$ cat src/rtl/core_pkg.sv
// Shared encodings for the pipelined RISC-V core.
//   res_src_e  : write-back result select (ResultSrc)
//   load_f3_e  : funct3 load size/sign codes
package core_pkg;

  typedef enum logic [1:0] {
    RES_ALU  = 2'b00,
    RES_IMM  = 2'b01,
    RES_LOAD = 2'b10,
    RES_PC4  = 2'b11
  } res_src_e;

  typedef enum logic [2:0] {
    F3_LB  = 3'b000,
    F3_LH  = 3'b001,
    F3_LW  = 3'b010,
    F3_LD  = 3'b011,
    F3_LBU = 3'b100,
    F3_LHU = 3'b101,
    F3_LWU = 3'b110
  } load_f3_e;

endpackage

$ cat src/rtl/load_extend.sv
// Sub-word load extraction: shifts the aligned memory word right by the byte
// offset, then sign/zero-extends according to funct3, and flags accesses that
// are not naturally aligned.
//   word_i     : raw aligned memory word
//   offset_i   : byte offset inside the word
//   funct3_i   : load size/sign code
//   data_o     : extended load data
//   misalign_o : access not naturally aligned for its size
module load_extend
  import core_pkg::*;
#(
  parameter int XLEN = 32
) (
  input  logic [XLEN-1:0]             word_i,
  input  logic [$clog2(XLEN/8)-1:0]   offset_i,
  input  logic [2:0]                  funct3_i,
  output logic [XLEN-1:0]             data_o,
  output logic                        misalign_o
);

  logic [XLEN-1:0] shifted;

  assign shifted = word_i >> {offset_i, 3'b000};

  // Defaults describe a full-width load; this also covers codes that are not
  // legal for the configured XLEN (LD/LWU on RV32, and 3'b111).
  always_comb begin
    data_o     = shifted;
    misalign_o = (offset_i != '0);
    case (funct3_i)
      F3_LB: begin
        data_o     = XLEN'($signed(shifted[7:0]));
        misalign_o = 1'b0;
      end
      F3_LH: begin
        data_o     = XLEN'($signed(shifted[15:0]));
        misalign_o = offset_i[0];
      end
      F3_LW: begin
        data_o     = XLEN'($signed(shifted[31:0]));
        misalign_o = (offset_i[1:0] != 2'b00);
      end
      F3_LBU: begin
        data_o     = XLEN'(shifted[7:0]);
        misalign_o = 1'b0;
      end
      F3_LHU: begin
        data_o     = XLEN'(shifted[15:0]);
        misalign_o = offset_i[0];
      end
      F3_LWU: begin
        if (XLEN == 64) begin
          data_o     = XLEN'(shifted[31:0]);
          misalign_o = (offset_i[1:0] != 2'b00);
        end
      end
      default: begin
      end
    endcase
  end

endmodule

$ cat src/rtl/writeback_stage_p.sv
// Write-back stage: MEM/WB pipeline register with flush/stall, sub-word load
// extension, 4-way result select, qualified register-file write enable and a
// retired-instruction counter.
//   clk, rst        : core clock, synchronous active-high reset
//   *_M             : memory-stage instruction fields
//   Stall_W/Flush_W : hold / squash the WB register
//   Result_W, Rd_W  : write-back data and destination
//   RegWrite_W      : register-file write enable (one pulse per instruction)
//   Valid_W         : WB slot valid
//   Misalign_W      : load in WB is misaligned
//   Instret_W       : retired-instruction count
module writeback_stage_p
  import core_pkg::*;
#(
  parameter int XLEN  = 32,
  parameter int CNT_W = 64
) (
  input  logic              clk,
  input  logic              rst,
  input  logic              Valid_M,
  input  logic              RegWrite_M,
  input  logic [1:0]        ResultSrc_M,
  input  logic [2:0]        Funct3_M,
  input  logic [XLEN-1:0]   ALUResult_M,
  input  logic [XLEN-1:0]   ReadData_M,
  input  logic [XLEN-1:0]   PCPlus4_M,
  input  logic [XLEN-1:0]   ImmExt_M,
  input  logic [4:0]        Rd_M,
  input  logic              Stall_W,
  input  logic              Flush_W,
  output logic [XLEN-1:0]   Result_W,
  output logic [4:0]        Rd_W,
  output logic              RegWrite_W,
  output logic              Valid_W,
  output logic              Misalign_W,
  output logic [CNT_W-1:0]  Instret_W
);

  localparam int OFF_W = $clog2(XLEN/8);

  logic              valid_q, valid_d;
  logic              regwrite_q, regwrite_d;
  logic [1:0]        src_q, src_d;
  logic [2:0]        funct3_q, funct3_d;
  logic [XLEN-1:0]   alu_q, alu_d;
  logic [XLEN-1:0]   rdata_q, rdata_d;
  logic [XLEN-1:0]   pc4_q, pc4_d;
  logic [XLEN-1:0]   imm_q, imm_d;
  logic [4:0]        rd_q, rd_d;
  logic [CNT_W-1:0]  instret_q, instret_d;

  logic [XLEN-1:0]   load_data;
  logic              load_mis;

  always_comb begin
    valid_d    = valid_q;
    regwrite_d = regwrite_q;
    src_d      = src_q;
    funct3_d   = funct3_q;
    alu_d      = alu_q;
    rdata_d    = rdata_q;
    pc4_d      = pc4_q;
    imm_d      = imm_q;
    rd_d       = rd_q;
    if (Flush_W) begin
      valid_d    = 1'b0;
      regwrite_d = 1'b0;
    end else if (!Stall_W) begin
      valid_d    = Valid_M;
      regwrite_d = RegWrite_M;
      src_d      = ResultSrc_M;
      funct3_d   = Funct3_M;
      alu_d      = ALUResult_M;
      rdata_d    = ReadData_M;
      pc4_d      = PCPlus4_M;
      imm_d      = ImmExt_M;
      rd_d       = Rd_M;
    end
    // The instruction currently in WB retires when it leaves the stage, which
    // is independent of whether the incoming one is flushed.
    instret_d = instret_q + CNT_W'(valid_q & ~Stall_W);
  end

  always_ff @(posedge clk) begin
    if (rst) begin
      valid_q    <= 1'b0;
      regwrite_q <= 1'b0;
      src_q      <= '0;
      funct3_q   <= '0;
      alu_q      <= '0;
      rdata_q    <= '0;
      pc4_q      <= '0;
      imm_q      <= '0;
      rd_q       <= '0;
      instret_q  <= '0;
    end else begin
      valid_q    <= valid_d;
      regwrite_q <= regwrite_d;
      src_q      <= src_d;
      funct3_q   <= funct3_d;
      alu_q      <= alu_d;
      rdata_q    <= rdata_d;
      pc4_q      <= pc4_d;
      imm_q      <= imm_d;
      rd_q       <= rd_d;
      instret_q  <= instret_d;
    end
  end

  load_extend #(
    .XLEN(XLEN)
  ) u_load_extend (
    .word_i     (rdata_q),
    .offset_i   (alu_q[OFF_W-1:0]),
    .funct3_i   (funct3_q),
    .data_o     (load_data),
    .misalign_o (load_mis)
  );

  always_comb begin
    Result_W = alu_q;
    case (src_q)
      RES_ALU:  Result_W = alu_q;
      RES_IMM:  Result_W = imm_q;
      RES_LOAD: Result_W = load_data;
      RES_PC4:  Result_W = pc4_q;
      default:  Result_W = alu_q;
    endcase
  end

  assign Misalign_W = valid_q & (src_q == RES_LOAD) & load_mis;
  // Suppressing the write while stalled leaves only the release cycle to
  // write, so a held instruction writes exactly once.
  assign RegWrite_W = valid_q & regwrite_q & ~Misalign_W & (rd_q != '0) & ~Stall_W;
  assign Valid_W    = valid_q;
  assign Rd_W       = rd_q;
  assign Instret_W  = instret_q;

endmodule

$ cat config.mk
export PLATFORM = sky130hd
export DESIGN_NAME = writeback_stage_p
export DESIGN_NICKNAME = d
export VERILOG_FILES = /design/src/rtl/core_pkg.sv /design/src/rtl/load_extend.sv /design/src/rtl/writeback_stage_p.sv
export SDC_FILE = /design/constraint.sdc
export NUM_CORES = 1
export LEC_CHECK = 0
export CELL_PAD_IN_SITES_DETAIL_PLACEMENT = 1
export CELL_PAD_IN_SITES_GLOBAL_PLACEMENT = 1
export CORE_ASPECT_RATIO = 1.25
export CORE_MARGIN = 2
export CORE_UTILIZATION = 35
export CTS_CLUSTER_SIZE = 20
export DETAILED_ROUTE_END_ITERATION = 10
export PLACE_DENSITY = 0.8
export SYNTH_ARGS = -nofsm -noshare
export SYNTH_HDL_FRONTEND = slang
export SYNTH_SLANG_ARGS = --single-unit
$ cat constraint.sdc
create_clock -name clk -period 6.8 [get_ports clk]
set_clock_uncertainty 0.2 [all_clocks]
set_input_delay 1.02 -clock clk [delete_from_list [all_inputs] [get_ports clk]]
set_output_delay 1.02 -clock clk [all_outputs]
set_load 0.02 [all_outputs]
# Word-level counts from Yosys, hierarchy flattened
# Index checks and enable logic that the tools add are counted.
word_totals:
  output_inout_bits: 104
  word_cells: 40
  ff_bits: 204
  input_bits: 144
op_classes:
  n_bitwise: 11
  muxes: 3
  n_addsub: 1
  eq_ne: 6
  n_shift: 1
  n_reduce_logical: 8
op_table:
  columns: ["cell", "count"]
  rows:
  - ["32-bit one-hot mux with 4 select lines", 2]
  - ["64-bit adder", 1]
  - ["1-bit by 64-bit bitwise AND with 64-bit output", 1]
  - ["1-bit inverter with 64-bit output", 1]
  - ["32-bit by 5-bit right shift with 32-bit output", 1]
  - ["1-bit bitwise AND", 6]
  - ["3-bit equality test, second input constant", 2]
  - ["2-bit OR reduction", 3]
  - ["5-bit nonzero test", 1]
  - ["2-bit equality test, second input constant", 2]
  - ["3-bit by 1-bit equality test with 1-bit output, second input constant", 1]
  - ["3-bit zero test", 1]
  - ["1-bit inverter", 3]
  - ["2-bit by 1-bit equality test with 1-bit output, second input constant", 1]
  - ["2-bit zero test", 1]
  - ["1-bit one-hot mux with 2 select lines", 1]
  - ["2-bit AND reduction", 1]
  - ["2-bit nonzero test", 1]

# Depth between registers and ports, before layout
# Gate-level depths: netlist of the first run.
logic_depth:
  ltp_word: 8
  ltp_mapped: 9
  depth_no_buf: 8

# Modules after synthesis
# From an unflattened synthesis of the first run, not the netlist that was laid out.
unflattened:
  hier_cells: 1122
  hier_area_um2: 9382.7
modules_own_cells:
  columns: ["mod", "area_each_um2", "cells_per_inst", "seq_area_each_um2", "instances"]
  rows:
  - ["writeback_stage_p", 8549.4, 1001, 4083.9, 1]
  - ["load_extend", 833.3, 121, 0.0, 1]

# Worst setup path before layout of the first run
# Ideal clock, no wire load.
synth_timing:
  kind: "flip-flop to output port"
  from: "register alu_q[1]"
  to: "output port Result_W[5]"
  path_stages_with_launch: 7
  arrival_ns: 1.869
  required_ns: 5.580
  n_path_buf: 3
  path_slack_ns: 3.711
  cell_sequence: "dfxtp_1 buf_2 buf_2 clkbuf_1 mux2i_1 a21oi_1 mux4_2"
synth_between:
  elab_chain_cells: 3
synth_lines:
  columns: ["item", "line_no", "source"]
  rows:
  - ["from (decl)", "writeback_stage_p.sv:45", "logic [XLEN-1:0] alu_q, alu_d;"]
  - ["from (signal assigned)", "writeback_stage_p.sv:101", "alu_q <= alu_d;"]
  - ["32-bit by 5-bit right shift with 32-bit output", "load_extend.sv:23", "assign shifted = word_i >> {offset_i, 3'b000};"]
  - ["32-bit one-hot mux with 4 select lines", "load_extend.sv:30", "case (funct3_i)"]
  - ["32-bit one-hot mux with 4 select lines", "writeback_stage_p.sv:122", "case (src_q)"]
  - ["to (decl)", "writeback_stage_p.sv:31", "output logic [XLEN-1:0] Result_W,"]
# Every way passes these cells.

# Final worst setup path of the first run
layout_timing:
  from: "register alu_q[0]"
  to: "output port Result_W[31]"
# The elaborated chain is that of the path after synthesis.

==> summary.md, run 1 <==
| Metric | Value |
|---|---|
| Main combinational cell family by area after synthesis | simple AND/OR/NAND/NOR gates |
| Fraction of synthesized area in multiplexers | 6.94% |
| Flop pwr share | a little under half |
| Inst Count DP | 1698 |
| Type of origin of the critical path | flop |
| Psw | about 0.7 mW |
| Internal power | approximately 2.1 mW |
| Largest fanout on the critical path | 21 |
| Cell count after synthesis | 1185 |
| Area added between synthesis and finish | 36.4% |
| Async S/R FF share, synth | 0% |
| Layout Nets | 1528 |
| Port buffer count | 247 |
| Max Slew Vio Count | 0 |
| Area share of fa/ha/maj cells after synthesis | less than 1% |
| Prevailing post-synth register cell | dfxtp_1 |
| Leak | 4.39 nW |
| Routed len/inst | 18.8 um |
| Critical-path cell list | buf_4 -> xor2_1 -> nand2_1 -> a31o_2 -> nor3_2 -> a211o_1 -> clkdlybuf4s50_1 |
| Final setup viols | 0 |
| Commonest non-fill, non-tap cell in the layout | nand2_1 |
| Grt peak-use layer | met2 |
| Initial DRC count | 458 |
| Clock power frac | 43.8% |
| CTS tree | yes |
| Share of cells above drive strength 1 | 6.44% |
| Die Y | roughly 190 um |
| Worst skew pair latency | 0.50 ns |
| Root Driver | clkbuf_16 |
| Die width | between 150 and 200 um |
| Synth warn | 0 |
| Sequential-to-total area share from yosys stat | 43.7% |
| GR Util met1 | 28.8% |
| Final WL | roughly 33000 um |
| Mean number of vias per cell | 5.24 |
| Critical Path RT | roughly 5.6 ns |
| Unique masters post-synth | 48 |
| CTS HTree Levels | 1 |
| Comb power frac | about 11% |
| Slew headroom | 32.6% |
| Switching share of power | 24.3% |
| Post-Syn Area per Cell | 7.88 um^2 |
| CP delay by family, top | buffers and inverters |
| Global-route wire length before repair | about 51000 um |
| Grt ovf | 0 |
| Met2 usage | approximately two fifths |
| I/O pins | around 250 |
| Routed Antenna Nets | 0 |
| Worst slack, placed | 2.79 ns |
| Post-route setup slack | 2.24 ns |
| EDFF count, synth | 0 |
| Endpoints failing hold | 0 |
| Max incr delay on CP | 0.72 ns |
| Most frequent cells in the layout | nand2_1, clkdlybuf4s50_1, dfxtp_1 |
| Setup TNS | 0 ns |
| Post-DP HPWL | 23400 um |
| FF+latch count, synth | 204 |
| GR Util met3 | 3.40% |
| XOR/XNOR share of the synthesized area | 2.44% |
| Fin cells | 1744 |
| CTS buffer count | 22 |
| Syn Std Cell Area | 9340 um^2 |
| Worst VDD drop | just over 0.2 mV |
| Post-CTS setup buffers | 0 |
| Largest net degree at the start of global routing | 119 |
| Worst-Margin Slew | around 1.0 ns |
| Slowest cell on crit path | dfxtp_1 |
| Setup CP Type | reg -> out |
| Initial antenna violation count | 6 |
| Global placement routability congestion | roughly 0.83 |
| Post-layout util | 48.8% |
| Final critical-path share of the clock period | 67.1% |
| Syn_nets | 1331 |
| Hold crit path type | reg -> reg |
| Tot GR Track Use | between 20% and 30% |
| Pre-antenna DRT Iters | 5 |
| CP Capture Type | output pin |
| Arrival time at the worst endpoint | 3.34 ns |
| PD cells | 220 nW/um^2 |
| Clock sinks | 204 |
| Layout fillers | 3162 |
| RSZ-0062 raised after global routing | no |
| F_max | approximately 220 MHz |
| CTS resizes | 0 |
| Compound-Gate Fraction of Synth Area | 16.8% |
| Number of global-route vias before repair | about 9300 |
| Post-Synth Simple-Gate Area | 26.0% |
| CTS Hold Bufs | 0 |
| Die area | between 20000 and 30000 um^2 |
| Period minus WS final | 4.56 ns |
| Core box area | 26100 um^2 |
| Clk slew on worst S/H paths | 0.06 ns |
| Vias | 9139 |
| Starting Density | 35.8% |
| Site Rows | 66 |
| Hold_ws | around 0.25 ns |
| Maximum Capacitance Violations | 0 |
| Outcome | completed |
| Clock buffer depth | 3 |
| Worst Path Buf+Inv | 2 |
| DRC viols | 0 |
-- worst paths after layout --
check,start,to,slack (ns),cells past startpoint
max,alu_q[0]$_SDFFE_PP0P_,Result_W[31],2.24,7
min,rdata_q[0]$_SDFFE_PP0P_,rdata_q[0]$_SDFFE_PP0P_,0.25,2
max reg2reg,Valid_W$_SDFFE_PP0N_,Instret_W[54]$_SDFF_PP0_,3.89,8
min reg2reg,rdata_q[0]$_SDFFE_PP0P_,rdata_q[0]$_SDFFE_PP0P_,0.25,2
-- registers in the layout (all words and copies together), names as in the netlist --
name,cells
Instret_W,64
Rd_W,5
Valid_W,1
alu_q,32
funct3_q,3
imm_q,32
pc4_q,32
rdata_q,32
regwrite_q,1
src_q,2
-- layer usage --
| metal | share of wire (%) | vias up | wire (um) |
|---|---|---|---|
| li1 | - | 4510 | - |
| met1 | 42 | 4368 | 13900 |
| met2 | 50 | 219 | 16400 |
| met3 | 5.1 | 42 | 1660 |
| met4 | 2.7 | 0 | 871 |
| met5 | 0 | - | 0 |
-- cells in the mapped netlist, types with 2 or more instances --
cell        n  share of area [%]
nor3_2      2               0.21
a31o_2      3               0.28
buf_1      10               0.40
o21ai_0    49                2.6
nand2_1   333                 13
or3_1      25                1.7
or4_1      12               0.97
nor4_4      2               0.46
clkbuf_1   64                2.6
dfxtp_1   204                 44
nor2_1     42                1.7
ha_1        2               0.27
xnor2_1    12                1.1
a21oi_1   195                 10
buf_2       4               0.21
nand4_2     3               0.40
a211oi_1    7               0.56
mux2_2     16                1.9
nand4_1    21                1.4
or2_2       2               0.13
a31oi_1     4               0.27
nand3_2     2               0.21
mux2i_1    25                2.7
buf_4       3               0.24
and4_1      4               0.38
xor2_1     14                1.3
nor3_4      2               0.35
nor4_1      6               0.40
mux4_2      9                2.2
nor2b_1    16                1.1
o22ai_1    12               0.80
and3_1     10               0.67
a211o_1     8               0.75
nand4_4     2               0.46
nand3_1    20                1.1
o31ai_1     9               0.72
nand2b_1    4               0.27
nor3_1     10               0.54
inv_1       8               0.32
-- power by group through the flow --
| stage | registers (mW) | clock network (mW) | logic [mW] |
|---|---|---|---|
| after floorplan | 1.28 | 0 | 0.156 |
| after global placement | 1.29 | 0 | 0.307 |
| after detailed placement | 1.29 | 0 | 0.311 |
| after CTS | 1.27 | 1.26 | 0.313 |
| after global routing | 1.27 | 1.31 | 0.338 |
| final | 1.27 | 1.23 | 0.312 |
-- logic make-up after synthesis --
group                    Yosys count
adder cells (fa/ha/maj)            2
AO/OA/AOI/OAI                    291
multiplexers                      51
AND/OR/NAND/NOR                  522
XOR/XNOR                          26
flip-flops                       204
buffers and inverters             89
-- through the flow --
| step | total power [mW] | instance area [um^2] |
|---|---|---|
| final | 2.81 | 12700 |
| after global routing | 2.92 | 12700 |
| after CTS | 2.84 | 12700 |
| after detailed placement | 1.61 | 12000 |
| after global placement | 1.60 | 12000 |
| after floorplan | 1.43 | 9340 |
-- tightest hold or removal path: stages (launching register included) --
cell	delay, ns
dfxtp_1	0.30
nand2_1	0.05
a21oi_1	0.05
-- layout make-up --
class | count | area (um^2) | share of cell area, %
Clock inverter | 3 | 43.8 | 0.344
Inverter | 8 | 30.0 | 0.236
Timing Repair Buffer | 254 | 2530 | 19.8
Antenna cell | 6 | 15.0 | 0.118
Sequential cell | 204 | 4090 | 32.1
Tap cell | 340 | 425 | 3.34
Clock buffer | 37 | 698 | 5.48
Multi-Input combinational cell | 892 | 4910 | 38.6
Note: power is estimated with default switching activity, not from simulation.
==> inputs of run 2 (changes only) <==
Clock period 6.8 ns to 4.6 ns, I/O delays scaled along.
==> summary.md, run 2 (synthesis gave the netlist of run 1 again) <==
| Metric | Value |
|---|---|
| Worst VDD drop | 0.166 mV (-20%) |
| Die Y | 187 um (unchanged) |
| CP Capture Type | output pin |
| FF-to-FF Start | Valid_W$_SDFFE_PP0N_ |
| PD cells | 322 nW/um^2 (+46%) |
| Vias | 9216 (+0.84%) |
| Initial DRC count | 396 (-14%) |
| Post-layout util | 48.8% (about the same) |
| DRC viols | 0 (unchanged) |
| Type of origin of the critical path | flop |
| Final setup viols | 0 (unchanged) |
| Slowest cell on crit path | dfxtp_1 |
| Fin cells | 1741 (-0.17%) |
| Inst Count DP | 1701 (+0.18%) |
| Port buffer count | 247 (unchanged) |
| Post-route setup slack | 0.557 ns (-1.68 ns) |
| Post-DP HPWL | 23500 um (+0.67%) |
| Worst-Margin Slew | 1.02 ns (+0.0134 ns) |
| Clock sinks | 204 (unchanged) |
| Die width | 150 um (unchanged) |
| Global placement routability congestion | 0.860 (+3.5%) |
| Core box area | 26100 um^2 (unchanged) |
| Slew headroom | 31.7% (-0.89 points) |
| CTS resizes | 0 (unchanged) |
| Starting Density | 35.8% (unchanged) |
| Site Rows | 66 (unchanged) |
| Maximum Capacitance Violations | 0 (unchanged) |
| CTS HTree Levels | 1 (unchanged) |
| Critical-path cell list | inv_1 -> a21oi_1 -> a21oi_1 -> a21oi_1 -> clkdlybuf4s50_1 |
| Clock buffer depth | 3 (unchanged) |
| Largest net degree at the start of global routing | 105 (-12%) |
| Max Slew Vio Count | 0 (unchanged) |
| CTS tree | yes |
| Worst slack, placed | 0.920 ns (-1.87 ns) |
| Mean number of vias per cell | 5.29 (+1.0%) |
| GR Util met1 | 28.5% (-0.33 points) |
| Arrival time at the worst endpoint | 3.15 ns (-0.19 ns) |
| Max FFs per register | 64 (unchanged) |
| Global-route wire length before repair | 49900 um (-2.5%) |
| Number of global-route vias before repair | 9062 (-2.7%) |
| Clk slew on worst S/H paths | 0.06 ns (about the same) |
| Met2 usage | 38.8% (-0.19 points) |
| Initial antenna violation count | 3 (-3) |
| Pre-antenna DRT Iters | 5 (unchanged) |
| Tot GR Track Use | 22.2% (-0.52 points) |
| Final critical-path share of the clock period | 87.9% |
| Max incr delay on CP | 0.77 ns (+0.05 ns) |
| Layout Nets | 1532 (+0.26%) |
| Most frequent cells in the layout | nand2_1, clkdlybuf4s50_1, dfxtp_1 |
| Most used cell, CP | a21oi_1 |
| Largest fanout on the critical path | 19 (-9.5%) |
| Hold_sp | imm_q[14]$_SDFFE_PP0P_ |
| Grt ovf | 0 (unchanged) |
| Commonest non-fill, non-tap cell in the layout | nand2_1 |
| Final WL | 32700 um (-0.51%) |
| I/O pins | 248 (unchanged) |
| Design area | 12700 um^2 (about the same) |
| CP delay by family, top | compound AO/OA/AOI/OAI gates |
| Period minus WS final | 4.04 ns |
| GR Util met3 | 3.18% (-0.22 points) |
| Post-CTS setup buffers | 0 (unchanged) |
| Worst Path Buf+Inv | 2 (unchanged) |
| Share of cells above drive strength 1 | 6.65% (+0.21 points) |
| Setup CP Type | reg -> out |
| Critical Path RT | 3.71 ns (-1.87 ns) |
| Routed len/inst | 18.8 um (-0.33%) |
| Routed Antenna Nets | 0 (unchanged) |
| Outcome | completed |
| Placed instance area | 12000 um^2 (+0.29%) |
| Worst skew pair latency | 0.52 ns (+0.02 ns) |
| Endpoints failing hold | 0 (unchanged) |
| Leak | 4.38 nW (about the same) |
| F_max | 247 MHz |
| Final Total Pwr | 4.09 mW (+46%) |
| CTS Hold Bufs | 0 (unchanged) |
| RSZ-0062 raised after global routing | no |
| Die area | 28000 um^2 (unchanged) |
| Grt peak-use layer | met2 |
| Hold_ws | 0.252 ns (+0.000229 ns) |
| Hold crit path type | reg -> reg |
| CTS buffer count | 23 (+4.5%) |
| Area added between synthesis and finish | 36.3% (about the same) |
| Critical path launch point | alu_q[0]$_SDFFE_PP0P_ |
| Setup TNS | 0 ns (unchanged) |
| Layout fillers | 3117 (-1.4%) |
| Root Driver | clkbuf_16 |
-- run 2: cell count changes in the layout (fill, tap and decap cells not counted), sizes merged --
| cell | previous run | this run |
|---|---|---|
| buf | 8 | 11 |
| clkbuf | 37 | 31 |
| clkinv | 2 | 3 |
| clkinvlp | 0 | 2 |
| diode | 6 | 2 |
| inv | 8 | 9 |
-- run 2: metal layers --
metal,part of all wire [%],vias up
met5,0.040,-
met4,2.0,2
met3,4.8,44
met2,51,216
met1,43,4451
li1,-,4503
-- run 2: tightest hold or removal path: cells and delay by family, from the launching register on --
| family | cells | cell delay [ns] |
|---|---|---|
| AO/OA/AOI/OAI | 1 | 0.05 |
| flip-flops | 1 | 0.31 |
| AND/OR/NAND/NOR | 1 | 0.05 |
-- run 2: path summary, 6_finish.rpt --
check	end	slack, ns	cells past startpoint
setup reg to reg	Instret_W[54]$_SDFF_PP0_	1.75	8
setup / recovery	Result_W[8]	0.56	5
hold reg to reg	imm_q[14]$_SDFFE_PP0P_	0.25	2
hold / removal	imm_q[14]$_SDFFE_PP0P_	0.25	2
-- run 2: area by class of cell --
cell class	count	area, um^2	area share, %
well taps	340	425	3.34
inverters	8	30.0	0.236
repair buffers	257	2560	20.1
flip-flops and latches	204	4090	32.1
diodes	2	5.00	0.0393
clock buffers	31	636	5.00
clock inverters	7	68.8	0.541
multi-input cells	892	4910	38.6
-- run 2: where the power goes --
group / internal (mW) / switching, mW
Combinational: 0.233 / 0.235
Sequential: 1.82 / 0.0468
Clock: 1.02 / 0.736
Total: 3.08 / 1.02
